$ cat config.mk
export PLATFORM = sky130hd
export DESIGN_NAME = nibble_serial_alu_flat
export DESIGN_NICKNAME = d
export VERILOG_FILES = /design/src/rtl/nibble_serial_alu_if.sv /design/src/rtl/nibble_serial_alu.sv /design/src/flat_wrapper.sv
export SDC_FILE = /design/constraint.sdc
export NUM_CORES = 1
export LEC_CHECK = 0
export ABC_AREA = 0
export CAP_MARGIN = 30
export CORE_MARGIN = 2
export CORE_UTILIZATION = 54
export DETAILED_ROUTE_END_ITERATION = 7
export GPL_TIMING_DRIVEN = 0
export PLACE_DENSITY = 0.81
export SLEW_MARGIN = 40
export SYNTH_ARGS = -nofsm -noshare
export SYNTH_HDL_FRONTEND = slang
export SYNTH_SLANG_ARGS = --single-unit
$ cat constraint.sdc
create_clock -name clk -period 4.2 [get_ports clk]
set_input_delay 0.42 -clock clk [delete_from_list [all_inputs] [get_ports clk]]
set_output_delay 0.42 -clock clk [all_outputs]
set_load 0.01 [all_outputs]
$ cat src/rtl/nibble_serial_alu_if.sv
// nibble_serial_alu_if
// Request/response bundle for the digit-serial ALU.
//   master : requester side (CPU control FSM) - drives the request and done_ready
//   slave  : ALU side - drives start_ready, done_valid, result and carry_out
// Request : start_valid/start_ready, cmd[2:0], carry_in, len[LW-1:0], b_signed, a, b
// Response: done_valid/done_ready, result, carry_out
interface nibble_serial_alu_if #(
    parameter int WORD_WIDTH  = 32,
    parameter int DIGIT_WIDTH = 4
) ();
    localparam int DIGITS = WORD_WIDTH / DIGIT_WIDTH;
    localparam int LW     = $clog2(DIGITS);

    logic                  start_valid;
    logic                  start_ready;
    logic [2:0]            cmd;
    logic                  carry_in;
    logic [LW-1:0]         len;
    logic                  b_signed;
    logic [WORD_WIDTH-1:0] a;
    logic [WORD_WIDTH-1:0] b;
    logic                  done_valid;
    logic                  done_ready;
    logic [WORD_WIDTH-1:0] result;
    logic                  carry_out;

    modport master (
        output start_valid, cmd, carry_in, len, b_signed, a, b, done_ready,
        input  start_ready, done_valid, result, carry_out
    );

    modport slave (
        input  start_valid, cmd, carry_in, len, b_signed, a, b, done_ready,
        output start_ready, done_valid, result, carry_out
    );
endinterface

$ cat src/rtl/nibble_serial_alu.sv
// nibble_serial_alu
// Digit-serial ALU: one DIGIT_WIDTH-bit digit of a WORD_WIDTH operand pair per
// cycle. Commands: ADD, SUB, COMP (a-b-1, carry = a>b), EQ, RSHFT.
// Ports:
//   clk  - clock, all state on the rising edge
//   rst  - synchronous active-high reset
//   bus  - nibble_serial_alu_if.slave (request and response handshakes)
// Build option:
//   NIBBLE_SERIAL_ALU_EARLY_EXIT_EN - ADD/SUB/COMP stop as soon as the digits
//   above len can no longer change the result (same result, lower latency).
module nibble_serial_alu #(
    parameter int WORD_WIDTH  = 32,
    parameter int DIGIT_WIDTH = 4
) (
    input  logic               clk,
    input  logic               rst,
    nibble_serial_alu_if.slave bus
);
    localparam int DIGITS = WORD_WIDTH / DIGIT_WIDTH;
    localparam int LW     = $clog2(DIGITS);
    localparam logic [LW-1:0] LAST_IDX = LW'(DIGITS - 1);

    localparam logic [2:0] CMD_ADD   = 3'b000;
    localparam logic [2:0] CMD_SUB   = 3'b001;
    localparam logic [2:0] CMD_COMP  = 3'b010;
    localparam logic [2:0] CMD_EQ    = 3'b011;
    localparam logic [2:0] CMD_RSHFT = 3'b100;

    typedef enum logic [1:0] {IDLE, RUN, DONE} state_t;
    typedef logic [DIGITS-1:0][DIGIT_WIDTH-1:0] word_t;
    typedef logic [DIGIT_WIDTH-1:0]             digit_t;

    state_t        state_q, state_d;
    word_t         a_q, b_q, res_q;
    logic [2:0]    cmd_q;
    logic [LW-1:0] len_q, idx_q, idx_nxt;
    logic          c_q, cout_q;

    // ---------------- request decode ----------------
    word_t      a_in, b_in, b_ext, b_load;
    logic [2:0] cmd_in;
    logic       fill, c_init, accept;

    assign a_in   = bus.a;
    assign b_in   = bus.b;
    assign cmd_in = (bus.cmd > CMD_RSHFT) ? CMD_ADD : bus.cmd;
    assign fill   = bus.b_signed & b_in[bus.len][DIGIT_WIDTH-1];

    // Digits above len are replaced by the extension fill.
    for (genvar i = 0; i < DIGITS; i++) begin : g_ext
        assign b_ext[i] = (i > int'(bus.len)) ? {DIGIT_WIDTH{fill}} : b_in[i];
    end

    // b_q holds the per-digit second operand: inverted extension for the
    // subtract forms, extension for ADD, raw b for EQ/RSHFT.
    always_comb begin
        case (cmd_in)
            CMD_SUB, CMD_COMP: b_load = ~b_ext;
            CMD_ADD:           b_load = b_ext;
            default:           b_load = b_in;
        endcase
        case (cmd_in)
            CMD_SUB:          c_init = 1'b1;
            CMD_COMP, CMD_EQ: c_init = 1'b0;
            default:          c_init = bus.carry_in;
        endcase
    end

    // ---------------- digit step ----------------
    digit_t               dig_a, dig_b, dig_res;
    logic [DIGIT_WIDTH:0] sum, shr;
    logic                 c_nxt, last, early;

    always_comb begin
        dig_a   = a_q[idx_q];
        dig_b   = b_q[idx_q];
        sum     = {1'b0, dig_a} + {1'b0, dig_b} + {{DIGIT_WIDTH{1'b0}}, c_q};
        shr     = {c_q, dig_b} >> 1;
        idx_nxt = idx_q + 1'b1;
`ifdef NIBBLE_SERIAL_ALU_EARLY_EXIT_EN
        // Above len every b_eff digit is the same fill, so once the next digit
        // is an identity (0 with no carry, all-ones with carry) all remaining
        // digits are too: result digits stay a, carry stays put.
        early = (idx_q >= len_q) &&
                ((b_q[idx_nxt] == '0 && !sum[DIGIT_WIDTH]) ||
                 (b_q[idx_nxt] == '1 &&  sum[DIGIT_WIDTH]));
`else
        early = 1'b0;
`endif
        dig_res = sum[DIGIT_WIDTH-1:0];
        c_nxt   = sum[DIGIT_WIDTH];
        last    = (idx_q == LAST_IDX) || early;
        case (cmd_q)
            CMD_EQ: begin
                // XNOR digit all-ones is simply digit equality
                dig_res = dig_a;
                c_nxt   = (dig_a == dig_b);
                last    = !c_nxt || (idx_q == len_q);
            end
            CMD_RSHFT: begin
                dig_res = shr[DIGIT_WIDTH-1:0];
                c_nxt   = dig_b[0];
                last    = (idx_q == '0);
            end
            default: ;
        endcase
    end

    // ---------------- control FSM ----------------
    always_ff @(posedge clk) begin
        if (rst) state_q <= IDLE;
        else     state_q <= state_d;
    end

    always_comb begin
        state_d = state_q;
        accept  = 1'b0;
        case (state_q)
            IDLE: if (bus.start_valid) begin
                accept  = 1'b1;
                state_d = RUN;
            end
            RUN:  if (last) state_d = DONE;
            DONE: if (bus.done_ready) state_d = IDLE;
            default: state_d = IDLE;
        endcase
        bus.start_ready = (state_q == IDLE);
        bus.done_valid  = (state_q == DONE);
    end

    assign bus.result    = res_q;
    assign bus.carry_out = cout_q;

    // ---------------- datapath ----------------
    always_ff @(posedge clk) begin
        if (rst) begin
            a_q    <= '0;
            b_q    <= '0;
            res_q  <= '0;
            cmd_q  <= CMD_ADD;
            len_q  <= '0;
            idx_q  <= '0;
            c_q    <= 1'b0;
            cout_q <= 1'b0;
        end else if (accept) begin
            a_q   <= a_in;
            b_q   <= b_load;
            cmd_q <= cmd_in;
            len_q <= bus.len;
            c_q   <= c_init;
            // unprocessed digits hold a, or b for a shift
            res_q <= (cmd_in == CMD_RSHFT) ? b_in : a_in;
            idx_q <= (cmd_in == CMD_RSHFT) ? bus.len : '0;
        end else if (state_q == RUN) begin
            res_q[idx_q] <= dig_res;
            c_q          <= c_nxt;
            idx_q        <= (cmd_q == CMD_RSHFT) ? idx_q - 1'b1 : idx_nxt;
            if (last) cout_q <= c_nxt;
        end
    end
endmodule

$ cat src/flat_wrapper.sv
// flat-port wrapper written by rule: the top's interface ports become plain ports
module nibble_serial_alu_flat 
#(
    parameter int WORD_WIDTH  = 32,
    parameter int DIGIT_WIDTH = 4
)
  (clk, rst, bus_start_valid, bus_cmd, bus_carry_in, bus_len, bus_b_signed, bus_a, bus_b, bus_done_ready, bus_start_ready, bus_done_valid, bus_result, bus_carry_out);
  nibble_serial_alu_if #(.WORD_WIDTH(WORD_WIDTH), .DIGIT_WIDTH(DIGIT_WIDTH)) bus_i ();
  input  logic clk;
  input  logic rst;
  input wire logic [$bits(bus_i.start_valid)-1:0] bus_start_valid;
  input wire logic [$bits(bus_i.cmd)-1:0] bus_cmd;
  input wire logic [$bits(bus_i.carry_in)-1:0] bus_carry_in;
  input wire logic [$bits(bus_i.len)-1:0] bus_len;
  input wire logic [$bits(bus_i.b_signed)-1:0] bus_b_signed;
  input wire logic [$bits(bus_i.a)-1:0] bus_a;
  input wire logic [$bits(bus_i.b)-1:0] bus_b;
  input wire logic [$bits(bus_i.done_ready)-1:0] bus_done_ready;
  output wire logic [$bits(bus_i.start_ready)-1:0] bus_start_ready;
  output wire logic [$bits(bus_i.done_valid)-1:0] bus_done_valid;
  output wire logic [$bits(bus_i.result)-1:0] bus_result;
  output wire logic [$bits(bus_i.carry_out)-1:0] bus_carry_out;
  assign bus_i.start_valid = bus_start_valid;
  assign bus_i.cmd = bus_cmd;
  assign bus_i.carry_in = bus_carry_in;
  assign bus_i.len = bus_len;
  assign bus_i.b_signed = bus_b_signed;
  assign bus_i.a = bus_a;
  assign bus_i.b = bus_b;
  assign bus_i.done_ready = bus_done_ready;
  assign bus_start_ready = bus_i.start_ready;
  assign bus_done_valid = bus_i.done_valid;
  assign bus_result = bus_i.result;
  assign bus_carry_out = bus_i.carry_out;
  nibble_serial_alu #(.WORD_WIDTH(WORD_WIDTH), .DIGIT_WIDTH(DIGIT_WIDTH)) u_core (.clk(clk), .rst(rst), .bus(bus_i));
endmodule
==> results_dict.tcl, run 1 <==
set metrics [dict create \
    p_int_mw 2.01 \
    syn_avg_cell_area_um2 7.77 \
    path_buf_inv 4 \
    layout-drive-gt1-share 0.0825 \
    start_util 0.557 \
    clock_path_buffers 2 \
    die_x_um 113 \
    cts_htree_levels 3 \
    synth_edf_count 0 \
    p_per_area_nw_per_um2 388 \
    first_global_vias 6546 \
    synth_seq_cells 109 \
    finalNonFillerCells 1088 \
    place_congestion 1.05 \
    worst-path-max-fanout 10 \
    die_h_um 113 \
    cap_violations 0 \
    num-fill-cells 996 \
    path_delay_family "adder cells" \
    wirelength_um 24000 \
    top_layer "met4" \
    rr_worst_depth 12 \
    antennaDiodeCount 0 \
    grt.overflow.total 0 \
    cp-end-kind "flop" \
    dp.cells 1072 \
    fmax_mhz 253 \
    drt_first_pass_iters 8 \
    finalHoldViolCount 0 \
    ctsRootBufferMaster "clkbuf_16" \
    switchingPower_mw 1.08 \
    stdcell_area_um2 7950 \
    wl_met2_um 10300 \
    clkSlewWorstSetupHoldPaths_ns 0.08 \
    ir_drop_mv 0.269 \
    worstSetupPathType "flop to flop" \
    cts.sinks 109 \
    drt-met1-wl_um 9410 \
    syn-num-nets 905 \
    setup_viol 0 \
    violations "DRC" \
    cp_num_cells 12 \
    p_sw_frac 0.350 \
    clock_skew_ns 0.0111 \
    finalCritPeriodShare 0.943 \
    clkPwrFrac 0.304 \
    fin_setup_tns_ns 0 \
    yosysWarnings 0 \
    grt_usage 0.372 \
    post_cts_resized 0 \
    antenna_found_initial 0 \
    postRouteAntennaNets 0 \
    worst_pin_slew_ns 0.739 \
    relSlewSlack 0.504 \
    initialDrtViolationCount 926 \
    utilization 0.693 \
    cts_tree "built" \
    placed_cell_area_um2 7630 \
    remaining_drc_errors 2 \
    p_leak_nw 3.06 \
    fin_nets 1023 \
    fin_crit_ns 3.96 \
    synthArstFlopShare 0 \
    combPwrFrac 0.311 \
    cp_slowest_cell "fa_1" \
    min_path_type "flop to flop" \
    worst_setup_path_start_kind "flop" \
    vias 7165 \
    status "complete, but fails checks" \
    seq_power_share 0.385 \
    rows 39 \
    required_ns 4.51 \
    wl_per_cell_um 22.0 \
    cts_inserted_buffers 9 \
    post_drt_via_cell_ratio 6.59 \
    ios 111 \
    core_um2 11500 \
    cts_hold_buf 0 \
    drv_slew 0 \
    die_area_um2 12700 \
    yosysSeqAreaShare 0.342 \
    syn2layout_area_growth_pct 24.5 \
    hpwl_um 18200 \
    synth_cell_types 72 \
    syn-cell-area_um2 6380 \
    postSynthCellCount 822 \
    ys.flop_type "dfxtp_1" \
    rsz0062_at_grt "false" \
    grt_pass1_wl_um 36200 \
    portBuffers 107 \
    slowest_delay_ns 0.53 \
    clock_latency_ns 0.36 \
    crit_path_cell_trace "buf_4, buf_6, buf_2, mux2i_1, o221ai_1, fa_1, inv_1, fa_1, or3_1, o221a_2, nor4_1, o221a_2" \
    hold_depth 2 \
    wl_met3_um 3030 \
    final_common_cell "nand2_1" \
    cp.arrival_ns 4.26 \
    grt_max_degree 20 \
    layout_common_cells "189 x nand2_1, 109 x dfxtp_1, 107 x clkdlybuf4s50_1" \
    cts_setup_buffers 0 \
]
[cells by family after synthesis]
| group | Yosys count | share of synthesized area |
|---|---|---|
| xor gates and xnor gates | 14 | 0.0192 |
| AOI/OAI and AO/OA | 245 | 0.263 |
| DFF | 109 | 0.342 |
| adders and majority gates | 8 | 0.0188 |
| muxes | 45 | 0.0805 |
| buffers and inverters | 73 | 0.0553 |
| and+or+nand+nor | 328 | 0.222 |
[layout make-up]
cell class	instances	area (µm²)	area share
well taps	143	179	0.0225
clock inverters	6	77.6	0.00976
repair buffers	107	1070	0.135
flip-flops and latches	109	2180	0.274
inverters	14	52.6	0.00661
clock buffers	10	239	0.0301
plain buffers	59	300	0.0378
multi-input cells	640	3850	0.484
[worst min-delay path: cells and delay by family, from the launching register on]
kind,cells,cell delay (ns)
compound gates,1,0.05
flops,1,0.31
simple gates,1,0.05
[per-layer routing]
metal / vias up / track usage
li1: 3185 / -
met1: 3328 / 0.503
met2: 555 / 0.557
met3: 97 / 0.0911
met4: 0 / 0.180
met5: - / 0.0196
[path summary, 6_finish.rpt]
kind                                                          end                         start  slack, ns
worst min register to register        u_core.a_q[28]$_SDFFE_PP0P_   u_core.a_q[28]$_SDFFE_PP0P_       0.46
worst min-delay path                  u_core.a_q[28]$_SDFFE_PP0P_   u_core.a_q[28]$_SDFFE_PP0P_       0.46
worst max register to register  u_core.bus.result[9]$_SDFFE_PP0P_  u_core.idx_q[1]$_SDFFE_PP0P_       0.24
worst max-delay path            u_core.bus.result[9]$_SDFFE_PP0P_  u_core.idx_q[1]$_SDFFE_PP0P_       0.24
[through the flow]
step / total power [mW] / hold WS (ns) / setup WS [ns]
2_1_floorplan: 1.75 / 0.433 / 1.06
3_3_place_gp: 2.12 / 0.442 / 0.349
3_5_place_dp: 2.13 / 0.446 / 0.365
4_1_cts: 3.04 / 0.459 / 0.319
5_1_grt: 3.18 / 0.475 / 0.135
6_report: 3.09 / 0.457 / 0.241
[sequential cells by signal, indices dropped and copies added, names as in the netlist]
name / count
u_core.a_q: 32
u_core.b_q: 32
u_core.bus.carry_out: 1
u_core.bus.result: 32
u_core.c_q: 1
u_core.cmd_q: 3
u_core.idx_q: 3
u_core.len_q: 3
u_core.state_q: 2
[power by group through the flow]
stage,Combinational [mW],Clock [mW],Sequential [mW]
6_report,0.960,0.938,1.19
5_1_grt,1.02,0.967,1.20
4_1_cts,0.928,0.926,1.19
3_5_place_dp,0.919,0,1.21
3_3_place_gp,0.914,0,1.21
2_1_floorplan,0.544,0,1.20
[synthesized netlist by cell type (5+ instances only)]
master    instances  area (µm²)
nand2_1         189         709
dfxtp_1         109        2180
a21oi_1          84         420
nor2_1           57         214
o21ai_0          38         190
mux2i_1          33         330
clkbuf_1         29         109
a211oi_1         24         180
nand3_1          24         120
buf_2            15        75.1
inv_1            14        52.6
a311oi_1         13         114
nor2b_1          13        81.3
nor3_1           11        55.1
o221ai_1         10        87.6
o221a_2           9         101
xnor2_1           9        78.8
a21o_1            8        60.1
a22oi_1           7        52.6
a31oi_1           7        43.8
mux2_2            7        78.8
and2_1            6        37.5
buf_6             6        67.6
nand2b_1          6        37.5
a221oi_1          5        43.8
buf_1             5        18.8
xor2_1            5        43.8
Note: power is estimated with default switching activity, not from simulation.
==> run 2, diff against run 1 <==
Settings changed: SETUP_SLACK_MARGIN set to 0.02.
==> results of run 2 <==
No change in the layout: final DEF, timing and power equal those of run 1.
